--- src/rtl/if_fetch_unit_pkg.sv ---
// Shared fetch-stage definitions: FSM states, default PC constants and the
// bubble instruction word used when the IF/ID register is flushed.
package if_fetch_unit_pkg;

  // Fetch sequencer states.
  //   IDLE  : first cycle after reset, no request and ready is ignored
  //   FETCH : request pc_reg and accept the response
  //   HOLD  : a response arrived during a freeze and is parked in the skid
  //   DROP  : a branch redirected the PC while a request was outstanding
  //           (the stale response is awaited, then thrown away)
  typedef enum logic [1:0] {
    IDLE  = 2'd0,
    FETCH = 2'd1,
    HOLD  = 2'd2,
    DROP  = 2'd3
  } fetch_state_t;

  localparam int unsigned DEFAULT_WIDTH    = 32;
  localparam logic [31:0] DEFAULT_RESET_PC = 32'h0000_0000;
  localparam int unsigned DEFAULT_PC_STEP  = 4;

  // Instruction word placed in IF/ID for a bubble or flush.
  localparam logic [31:0] NOP_INST = 32'h0000_0000;

endpackage

--- src/rtl/if_fetch_unit_if_id_reg.sv ---
// Generic pipeline register between two stages. Flush clears the contents and
// dominates hold; hold keeps the current contents; otherwise new data loads.
module if_fetch_unit_if_id_reg #(
  parameter int W = 32
) (
  input  logic         clk,
  input  logic         rst,
  input  logic         flush,
  input  logic         hold,
  input  logic [W-1:0] inst_in,
  input  logic [W-1:0] pc_in,
  input  logic         valid_in,
  output logic [W-1:0] inst_out,
  output logic [W-1:0] pc_out,
  output logic         valid_out
);

  // Register update with priority flush > hold > load.
  always_ff @(posedge clk or negedge rst) begin
    if (!rst) begin
      inst_out  <= '0;
      pc_out    <= '0;
      valid_out <= 1'b0;
    end else if (flush) begin
      inst_out  <= '0;
      pc_out    <= '0;
      valid_out <= 1'b0;
    end else if (!hold) begin
      inst_out  <= inst_in;
      pc_out    <= pc_in;
      valid_out <= valid_in;
    end
  end

endmodule

--- src/rtl/if_fetch_unit.sv ---
// Instruction-fetch stage: PC, variable-latency memory handshake, a one-entry
// skid buffer for responses arriving under freeze, and the IF/ID register.
module if_fetch_unit
  import if_fetch_unit_pkg::*;
#(
  parameter int          n        = 32,
  parameter logic [n-1:0] RESET_PC = n'(DEFAULT_RESET_PC),
  parameter int          PC_STEP  = DEFAULT_PC_STEP
) (
  input  logic         clk,
  input  logic         rst,
  input  logic         freeze,
  input  logic         branch_taken,
  input  logic [n-1:0] branch_addr,
  output logic         imem_req,
  output logic [n-1:0] imem_addr,
  input  logic         imem_ready,
  input  logic [n-1:0] imem_rdata,
  output logic [n-1:0] Inst_out,
  output logic [n-1:0] PC_out,
  output logic         valid_out
);

  localparam logic [n-1:0] STEP = n'(PC_STEP);
  localparam logic [n-1:0] NOP  = n'(NOP_INST);

  fetch_state_t state;
  fetch_state_t next_state;

  logic [n-1:0] pc_reg;
  logic [n-1:0] pc_inc;
  logic [n-1:0] drop_addr;

  logic         skid_valid;
  logic [n-1:0] skid_inst;
  logic [n-1:0] skid_pc;

  logic         pc_load;
  logic [n-1:0] pc_next;
  logic         drop_load;
  logic         skid_fill;
  logic         skid_clear;

  logic         ifid_flush;
  logic         ifid_hold;
  logic [n-1:0] ifid_inst;
  logic [n-1:0] ifid_pc;
  logic         ifid_valid;

  assign pc_inc = pc_reg + STEP;

  // While draining a stale request the address must stay on the old PC, so
  // DROP presents its own captured address instead of pc_reg.
  assign imem_addr = (state == DROP) ? drop_addr : pc_reg;

  // State register.
  always_ff @(posedge clk or negedge rst) begin
    if (!rst) begin
      state <= IDLE;
    end else begin
      state <= next_state;
    end
  end

  // Next-state selection; a taken branch overrides freeze and ready.
  always_comb begin
    next_state = state;
    case (state)
      IDLE: begin
        next_state = FETCH;
      end
      FETCH: begin
        if (branch_taken) begin
          next_state = imem_ready ? FETCH : DROP;
        end else if (imem_ready && freeze) begin
          next_state = HOLD;
        end
      end
      HOLD: begin
        if (branch_taken || !freeze) begin
          next_state = FETCH;
        end
      end
      DROP: begin
        if (!branch_taken && imem_ready) begin
          next_state = FETCH;
        end
      end
      default: begin
        next_state = IDLE;
      end
    endcase
  end

  // Output and datapath control decoded from state and inputs.
  always_comb begin
    imem_req   = (state == FETCH) || (state == DROP);
    pc_load    = 1'b0;
    pc_next    = pc_reg;
    drop_load  = 1'b0;
    skid_fill  = 1'b0;
    skid_clear = 1'b0;
    ifid_flush = 1'b0;
    ifid_hold  = 1'b1;
    ifid_inst  = NOP;
    ifid_pc    = '0;
    ifid_valid = 1'b0;
    if (branch_taken) begin
      pc_load    = 1'b1;
      pc_next    = branch_addr;
      ifid_flush = 1'b1;
      skid_clear = 1'b1;
      drop_load  = (state == FETCH) && !imem_ready;
    end else begin
      case (state)
        FETCH: begin
          if (imem_ready) begin
            pc_load = 1'b1;
            pc_next = pc_inc;
            if (freeze) begin
              skid_fill = 1'b1;
            end else begin
              ifid_hold  = 1'b0;
              ifid_inst  = imem_rdata;
              ifid_pc    = pc_inc;
              ifid_valid = 1'b1;
            end
          end else if (!freeze) begin
            ifid_flush = 1'b1;
          end
        end
        HOLD: begin
          if (!freeze) begin
            ifid_hold  = 1'b0;
            ifid_inst  = skid_inst;
            ifid_pc    = skid_pc;
            ifid_valid = skid_valid;
            skid_clear = 1'b1;
          end
        end
        default: begin
        end
      endcase
    end
  end

  // Program counter.
  always_ff @(posedge clk or negedge rst) begin
    if (!rst) begin
      pc_reg <= RESET_PC;
    end else if (pc_load) begin
      pc_reg <= pc_next;
    end
  end

  // Address of the outstanding request being drained after a branch.
  always_ff @(posedge clk or negedge rst) begin
    if (!rst) begin
      drop_addr <= RESET_PC;
    end else if (drop_load) begin
      drop_addr <= pc_reg;
    end
  end

  // One-entry skid buffer holding a response that arrived under freeze.
  always_ff @(posedge clk or negedge rst) begin
    if (!rst) begin
      skid_valid <= 1'b0;
      skid_inst  <= '0;
      skid_pc    <= '0;
    end else if (skid_clear) begin
      skid_valid <= 1'b0;
      skid_inst  <= '0;
      skid_pc    <= '0;
    end else if (skid_fill) begin
      skid_valid <= 1'b1;
      skid_inst  <= imem_rdata;
      skid_pc    <= pc_inc;
    end
  end

  if_fetch_unit_if_id_reg #(
    .W(n)
  ) u_if_id_reg (
    .clk      (clk),
    .rst      (rst),
    .flush    (ifid_flush),
    .hold     (ifid_hold),
    .inst_in  (ifid_inst),
    .pc_in    (ifid_pc),
    .valid_in (ifid_valid),
    .inst_out (Inst_out),
    .pc_out   (PC_out),
    .valid_out(valid_out)
  );

endmodule

--- config.mk ---
export PLATFORM = sky130hd
export DESIGN_NAME = if_fetch_unit
export DESIGN_NICKNAME = d
export VERILOG_FILES = /design/src/rtl/if_fetch_unit_pkg.sv /design/src/rtl/if_fetch_unit_if_id_reg.sv /design/src/rtl/if_fetch_unit.sv
export SDC_FILE = /design/constraint.sdc
export NUM_CORES = 1
export LEC_CHECK = 0
export ABC_CLOCK_PERIOD_IN_PS = 5450
export CORE_MARGIN = 1.5
export CORE_UTILIZATION = 35
export DETAILED_ROUTE_END_ITERATION = 8
export SLEW_MARGIN = 20
export SYNTH_ARGS = -nofsm -noshare
export SYNTH_HDL_FRONTEND = slang
export SYNTH_SLANG_ARGS = --single-unit
--- constraint.sdc ---
create_clock -name clk -period 5.45 [get_ports clk]
set_input_delay 1.09 -clock clk [delete_from_list [all_inputs] [get_ports clk]]
set_output_delay 1.09 -clock clk [all_outputs]
set_load 0.03 [all_outputs]
==> out/results.ini, run 1 <==
[run_status]
status = finished, final reports clean

[clock_network]
cts_tree = built
cts.reportedPaths.clkPinSlew_ps = 70
clock-sinks = 196
worstSkewPairLatency_ps = 430
cts_buffers = 17
post_cts_buffers = 0
postCtsHoldBufs = 0
h-tree-depth = 4
cts_resized = 0
clk_path_buf_depth = 2
cts_root_buf = clkbuf_16

[worst_setup_path]
worstSetupStartpointType = flip-flop
cpPeakStageDelay_ps = 850
reg2reg_slack_ps = 2600
worstPathRequired_ps = 4360
cp-startpoint = state[1]$_DFFE_PN0P_
crit_slowest_cell = ha_2
critPathCapture = imem_addr[31]
timing.rr.start = state[1]$_DFFE_PN0P_
rr_worst_depth = 7
critical_path_class = reg2out
crit_chain = ha_2 -> mux2_2 -> clkdlybuf4s50_1
cp-end-kind = primary output
r2r-end = u_if_id_reg.pc_out[12]$_DFFE_PN0P_
crit_fanout = 37
arrival_ps = 2740

[timing]
hold_violations = 0
slew_headroom = 0.287
clock_skew_ps = 9.95
rsz0062_at_grt = no
period_minus_slack_ps = 3830
fmax_ghz = 0.261
min_period_over_period = 0.703
tightest_slew_ps = 1070
drv_slew = 0
setup_tns_ps = 0
setup_viol_count_final = 0

[final_layout]
layout_commonest_cell = dfrtp_1
area_delta_synth_final_pct = 27.2
final_layout_size_suffix_gt1_frac = 0.122
num-nets-final = 1049
diodes = 0
final_cell_mix = dfrtp_1 (196), clkdlybuf4s50_1 (164), nand2_1 (122)

[floorplan]
pin_count = 167
rows = 58
die_x_um = 164
initial_core_util = 0.357
core_um2 = 25300
die-area_um2 = 26800
die_h_um = 164

[logic_synthesis]
yosys.area_share.adder = 0.00554
postSynthCellCount = 852
synthSimpleGateAreaFrac = 0.113
yosys_warnings = 0
synth_edf_count = 0
syn-num-nets = 925
ys_seq_elements = 196
synthMuxAreaShare = 0.0796
synth_compound_area_frac = 0.165
synthXorXnorAreaFrac = 0.0553
synth_top_family_by_area = compound AO/OA/AOI/OAI gates
synth_area_um2 = 9030
synth_cell_types = 39
yosysSeqAreaShare = 0.543
synth_area_per_cell_um2 = 10.6
synth_flop_cell = dfrtp_1
synthArstFlopShare = 1.00

[global_route]
grt_max_degree = 117
antenna_found_initial = 0
grt_pass1_wl_um = 38800
gr-total-overflow = 0
grt_util_met2 = 0.286
grt_use_met1 = 0.271
grt_util_all_layers = 0.187
grt_busiest_layer = met2
grt_pass1_vias = 6868
grtUsageMet3 = 0.0366

[drt]
routedWlPerCell_um = 18.4
firstDrtPassIters = 4
vias = 6923
viasPerCell = 5.25
drc = 0
drt_iter0_drc = 529
drtAntennaViolNets = 0
routed_wl_um = 24300

[pwr]
powerDensity_nw_per_um2 = 395
power.leakage_nw = 4.68
p_int_mw = 2.93
vdd_drop_max_mv = 0.243
seqPwrFrac = 0.406
pwr-share-comb = 0.318
netSwitchingFraction = 0.354
p_switching_mw = 1.61
power.total_mw = 4.54
power_frac_clock = 0.277

[placement]
io_buffers = 166
gp_congestion = 0.785
dpl.hpwl_um = 15900

[min_path]
whs_path_depth = 2
hold_path.class = reg2reg

[flow_run]
drv_cap = 0

cells in the mapped netlist, types with 3 or more instances:
| cell type | number | area, um2 |
|---|---|---|
| a22oi_1 | 60 | 450 |
| and2_1 | 3 | 18.8 |
| o21ai_0 | 110 | 551 |
| clkbuf_1 | 40 | 150 |
| buf_1 | 4 | 15.0 |
| and3_1 | 4 | 25.0 |
| inv_1 | 5 | 18.8 |
| nand4_1 | 21 | 131 |
| ha_1 | 4 | 50.1 |
| nor2_1 | 15 | 56.3 |
| nand3_1 | 25 | 125 |
| xnor2_1 | 17 | 149 |
| o21ai_1 | 18 | 90.1 |
| a21oi_1 | 8 | 40.0 |
| buf_2 | 23 | 115 |
| mux2_2 | 62 | 698 |
| xor2_1 | 40 | 350 |
| nor3_1 | 10 | 50.1 |
| nand2_1 | 122 | 458 |
| a22o_1 | 35 | 307 |
| dfrtp_1 | 196 | 4900 |
| buf_4 | 6 | 45.0 |
cell type report:
| cell class | count | area [um2] |
|---|---|---|
| clock buffers | 19 | 443 |
| clock inverters | 13 | 136 |
| fillers | 2479 | 13800 |
| inverters | 5 | 18.8 |
| multi-input cells | 578 | 3810 |
| flip-flops and latches | 196 | 4900 |
| well taps | 330 | 413 |
| repair buffers | 178 | 1760 |
routing by layer:
metal | vias up | routed length [um]
met1 | 3444 | 11700
met5 | - | 0
met2 | 200 | 11100
li1 | 3261 | -
met3 | 18 | 1210
met4 | 0 | 244
critical path, delay by kind of cell (launching register included):
family | cells | cell delay [ps]
muxes | 1 | 430
DFF | 1 | 410
adders and majority gates | 1 | 850
buffers and inverters | 1 | 600
metrics by stage:
step           setup WS, ps  cells  hold slack (ps)  cell area (um2)  utilization
2_1_floorplan          2640    852              450             9030            -
3_3_place_gp           1910   1287              461            10900        0.432
3_5_place_dp           1760   1287              468            10900        0.432
4_1_cts                1520   1319              487            11500        0.455
5_1_grt                1450   1319              503            11500        0.455
6_report               1620   1319              479            11500        0.455
power by group through the flow:
| stage | Clock [mW] | Sequential, mW | Combinational (mW) |
|---|---|---|---|
| 4_1_cts | 1.29 | 1.84 | 1.47 |
| 3_5_place_dp | 0 | 1.87 | 1.46 |
| 3_3_place_gp | 0 | 1.86 | 1.45 |
| 6_report | 1.25 | 1.84 | 1.44 |
| 2_1_floorplan | 0 | 1.87 | 0.901 |
| 5_1_grt | 1.35 | 1.87 | 1.55 |
kinds of logic (layout without fill, tap and decap cells):
| logic type | Yosys count | after routing |
|---|---|---|
| compound gates | 237 | 237 |
| xor+xnor | 57 | 57 |
| fa+ha+maj | 4 | 4 |
| buf+inv | 78 | 215 |
| flops | 196 | 196 |
| mux | 64 | 64 |
| simple gates | 216 | 216 |
worst min-delay path by stage:
stage	from	end	slack, ps
6_report	u_if_id_reg.inst_out[5]$_DFFE_PN0P_	u_if_id_reg.inst_out[5]$_DFFE_PN0P_	480
5_1_grt	u_if_id_reg.inst_out[11]$_DFFE_PN0P_	u_if_id_reg.inst_out[11]$_DFFE_PN0P_	500
4_1_cts	skid_pc[30]$_DFFE_PN0P_	skid_pc[30]$_DFFE_PN0P_	490
3_5_place_dp	skid_pc[31]$_DFFE_PN0P_	skid_pc[31]$_DFFE_PN0P_	470
3_3_place_gp	u_if_id_reg.inst_out[20]$_DFFE_PN0P_	u_if_id_reg.inst_out[20]$_DFFE_PN0P_	460
2_1_floorplan	skid_pc[4]$_DFFE_PN0P_	skid_pc[4]$_DFFE_PN0P_	450
Power figures use the tool's default switching activity.
==> inputs of run 2 (changes only) <==
--- a/config.mk
+++ b/config.mk
@@ -5,7 +5,7 @@
 export SDC_FILE = /design/constraint.sdc
 export NUM_CORES = 1
 export LEC_CHECK = 0
-export ABC_CLOCK_PERIOD_IN_PS = 5450
+export ABC_CLOCK_PERIOD_IN_PS = 3100
 export CORE_MARGIN = 1.5
 export CORE_UTILIZATION = 35
 export DETAILED_ROUTE_END_ITERATION = 8
==> constraint.sdc (replaced) <==
create_clock -name clk -period 3.1 [get_ports clk]
set_input_delay 0.62 -clock clk [delete_from_list [all_inputs] [get_ports clk]]
set_output_delay 0.62 -clock clk [all_outputs]
set_load 0.03 [all_outputs]
==> out/results.ini, run 2 (synthesis gave the netlist of run 1 again) <==
[run_status]
status = finished, final reports clean

[final_layout]
num-nets-final = 1064
design_area_um2 = 11700
diodes = 0
area_delta_synth_final_pct = 29.1
finalNonFillerCells = 1334
final_core_util = 0.461
final_cell_mix = dfrtp_1 (196), clkdlybuf4s50_1 (164), nand2_1 (122)
final_layout_size_suffix_gt1_frac = 0.135
layout_commonest_cell = dfrtp_1

[pwr]
power_frac_clock = 0.280
vdd_drop_max_mv = 0.380
seqPwrFrac = 0.396
power.total_mw = 8.14
p_int_mw = 5.32
powerDensity_nw_per_um2 = 698
p_switching_mw = 2.82
pwr-share-comb = 0.323
netSwitchingFraction = 0.346
power.leakage_nw = 4.77

[placement]
place_inst = 1302
gp_congestion = 0.777
dpl.hpwl_um = 16200
io_buffers = 166
post-place-ws_ps = 562
dpl_cell_area_um2 = 11000

[drt]
drt_iter0_drc = 498
vias = 6917
drc = 0
routedWlPerCell_um = 18.4
drtAntennaViolNets = 0
routed_wl_um = 24500
firstDrtPassIters = 5
viasPerCell = 5.19

[clock_network]
cts_resized = 0
postCtsHoldBufs = 0
cts_root_buf = clkbuf_16
clk_path_buf_depth = 2
cts_buffers = 17
clock-sinks = 196
worstSkewPairLatency_ps = 430
cts.reportedPaths.clkPinSlew_ps = 70
h-tree-depth = 4
post_cts_buffers = 0
cts_tree = built

[timing]
drv_slew = 0
hold_ws_ps = 173
setup_tns_ps = 0
hold_violations = 0
min_period_over_period = 0.931
fin_ws_ps = 213
setup_viol_count_final = 0
rsz0062_at_grt = no
fmax_ghz = 0.346
period_minus_slack_ps = 2890
clock_skew_ps = 9.58
tightest_slew_ps = 574
slew_headroom = 0.617

[flow_run]
drv_cap = 0

[global_route]
grt_max_degree = 69
antenna_found_initial = 0
gr-total-overflow = 0
grt_pass1_vias = 6924
grt_pass1_wl_um = 39100
grt_util_all_layers = 0.188

[worst_setup_path]
cp-end-kind = primary output
crit_fanout = 30
arrival_ps = 2270
worstPathRequired_ps = 2480
reg2reg_slack_ps = 800
worstSetupStartpointType = flip-flop
critical_path_class = reg2out

[floorplan]
die-area_um2 = 26800
pin_count = 167
initial_core_util = 0.357
die_x_um = 164
die_h_um = 164
rows = 58
core_um2 = 25300

[min_path]
hold_path.class = in2async

-- run 2: worst max-delay path, stage by stage (launching register included) --
cell and delay [ps]:
dfrtp_1 410, ha_2 230, buf_12 200, mux2_2 390, clkdlybuf4s50_1 600
-- run 2: final timing paths --
check | cells past startpoint | to | startpoint
max in group asynchronous | 2 | u_if_id_reg.pc_out[13]$_DFFE_PN0P_ | rst
worst min register to register | 2 | u_if_id_reg.inst_out[21]$_DFFE_PN0P_ | u_if_id_reg.inst_out[21]$_DFFE_PN0P_
min in group clk | 2 | u_if_id_reg.inst_out[21]$_DFFE_PN0P_ | u_if_id_reg.inst_out[21]$_DFFE_PN0P_
worst min-delay path | 1 | skid_inst[21]$_DFFE_PN0P_ | rst
worst max register to register | 7 | skid_pc[22]$_DFFE_PN0P_ | pc_reg[3]$_DFFE_PN0P_
worst max-delay path | 4 | imem_addr[31] | state[0]$_DFFE_PN0P_
-- run 2: final cells by class --
type | count | area, um2
clock buffers | 21 | 470
clock inverters | 11 | 139
fillers | 2405 | 13600
inverters | 5 | 18.8
multi-input cells | 578 | 3810
flip-flops and latches | 196 | 4900
well taps | 330 | 413
repair buffers | 193 | 1900
-- run 2: metal layers --
metal | share of wire | global-route usage | vias up | wire length [um]
li1 | - | - | 3296 | -
met1 | 0.47 | 0.269 | 3378 | 11500
met2 | 0.46 | 0.291 | 226 | 11300
met3 | 0.061 | 0.0422 | 17 | 1500
met4 | 0.0098 | 0.0417 | 0 | 240
met5 | 0 | 0 | - | 0
-- run 2: power by group through the flow --
stage / logic [mW] / clock network (mW) / registers, mW
2_1_floorplan: 1.58 / 0 / 3.28
3_3_place_gp: 2.63 / 0 / 3.25
3_5_place_dp: 2.64 / 0 / 3.28
4_1_cts: 2.66 / 2.34 / 3.23
5_1_grt: 2.84 / 2.45 / 3.28
6_report: 2.63 / 2.28 / 3.22
==> inputs of run 3 (changes only) <==
--- a/config.mk
+++ b/config.mk
@@ -7,8 +7,9 @@
 export LEC_CHECK = 0
 export ABC_CLOCK_PERIOD_IN_PS = 3100
 export CORE_MARGIN = 1.5
-export CORE_UTILIZATION = 35
+export CORE_UTILIZATION = 40
 export DETAILED_ROUTE_END_ITERATION = 8
+export PLACE_DENSITY = 0.66
 export SLEW_MARGIN = 20
 export SYNTH_ARGS = -nofsm -noshare
 export SYNTH_HDL_FRONTEND = slang
==> out/results.ini, run 3 (synthesis gave the netlist of run 1 again) <==
[flow_run]
drv_cap = 0

[global_route]
grt_pass1_wl_um = 39100
grt_util_all_layers = 0.210
gr-total-overflow = 0
grt_pass1_vias = 7042
grt_max_degree = 77
antenna_found_initial = 1

[placement]
io_buffers = 166
dpl.hpwl_um = 15700
post-place-ws_ps = 449
dpl_cell_area_um2 = 11000
gp_congestion = 0.796
place_inst = 1251

[timing]
setup_viol_count_final = 0
clock_skew_ps = 10.9
slew_headroom = 0.279
fmax_ghz = 0.335
rsz0062_at_grt = no
drv_slew = 0
setup_tns_ps = 0
period_minus_slack_ps = 2980
hold_violations = 0
tightest_slew_ps = 1080
min_period_over_period = 0.962
hold_ws_ps = 177
fin_ws_ps = 119

[drt]
drc = 16
routed_wl_um = 23800
routedWlPerCell_um = 18.5
drtAntennaViolNets = 0
firstDrtPassIters = 8
drt_iter0_drc = 460
vias = 7012
viasPerCell = 5.47

[final_layout]
layout_commonest_cell = dfrtp_1
num-nets-final = 1063
fillCellCount = 1961
finalNonFillerCells = 1282
diodes = 0
final_core_util = 0.527
final_layout_size_suffix_gt1_frac = 0.135
final_cell_mix = dfrtp_1 (196), clkdlybuf4s50_1 (164), nand2_1 (122)
area_delta_synth_final_pct = 28.1
design_area_um2 = 11600

[floorplan]
initial_core_util = 0.411
die-area_um2 = 23500
die_x_um = 153
core_um2 = 22000
rows = 54
pin_count = 167
die_h_um = 153

[clock_network]
post_cts_buffers = 0
cts_buffers = 17
cts.reportedPaths.clkPinSlew_ps = 80
cts_tree = built
cts_root_buf = clkbuf_16
postCtsHoldBufs = 0
h-tree-depth = 4
clock-sinks = 196
cts_resized = 0
clk_path_buf_depth = 2
worstSkewPairLatency_ps = 440

[pwr]
p_int_mw = 5.20
power_frac_clock = 0.275
seqPwrFrac = 0.401
p_switching_mw = 2.84
netSwitchingFraction = 0.354
powerDensity_nw_per_um2 = 695
power.leakage_nw = 4.75
vdd_drop_max_mv = 0.427
pwr-share-comb = 0.324
power.total_mw = 8.04

[worst_setup_path]
rr_worst_depth = 6
worstSetupStartpointType = flip-flop
crit_fanout = 35
arrival_ps = 2360
cp-end-kind = primary output
worstPathRequired_ps = 2480
critical_path_class = reg2out

[run_status]
status = complete, but fails checks
violations = design-rule violations

[min_path]
hold_path.class = in2async

## run 3: worst max-delay path, stage by stage (launching register included)
cell and delay, ps:
dfrtp_1 430, ha_2 280, buf_12 240, mux2_2 360, clkdlybuf4s50_1 600
## run 3: final timing paths
check,start,endpoint,slack (ps)
min in group clk,u_if_id_reg.inst_out[30]$_DFFE_PN0P_,u_if_id_reg.inst_out[30]$_DFFE_PN0P_,480
max,state[1]$_DFFE_PN0P_,imem_addr[15],120
max reg2reg,pc_reg[3]$_DFFE_PN0P_,skid_pc[28]$_DFFE_PN0P_,670
max in group asynchronous,rst,u_if_id_reg.inst_out[28]$_DFFE_PN0P_,2090
min reg2reg,u_if_id_reg.inst_out[30]$_DFFE_PN0P_,u_if_id_reg.inst_out[30]$_DFFE_PN0P_,480
min,rst,u_if_id_reg.inst_out[9]$_DFFE_PN0P_,180
## run 3: cell type report
type | instances | area [um2] | area share
Clock inverter | 13 | 136 | 0.0118
Sequential cell | 196 | 4900 | 0.424
Clock buffer | 18 | 439 | 0.0380
Tap cell | 280 | 350 | 0.0303
Multi-Input combinational cell | 578 | 3810 | 0.329
Timing Repair Buffer | 192 | 1910 | 0.165
Inverter | 5 | 18.8 | 0.00162
## run 3: per-layer routing
metal / share of wire / global-route usage / vias to the layer above
li1: - / - / 3309
met1: 0.47 / 0.302 / 3476
met2: 0.46 / 0.327 / 204
met3: 0.057 / 0.0425 / 21
met4: 0.0096 / 0.0486 / 2
met5: 0.00046 / 0 / -
## run 3: power by group through the flow
| stage | registers, mW | logic, mW | clock network [mW] |
|---|---|---|---|
| 2_1_floorplan | 3.28 | 1.58 | 0 |
| 3_3_place_gp | 3.25 | 2.62 | 0 |
| 3_5_place_dp | 3.27 | 2.63 | 0 |
| 4_1_cts | 3.22 | 2.64 | 2.25 |
| 5_1_grt | 3.28 | 2.81 | 2.36 |
| 6_report | 3.22 | 2.61 | 2.21 |
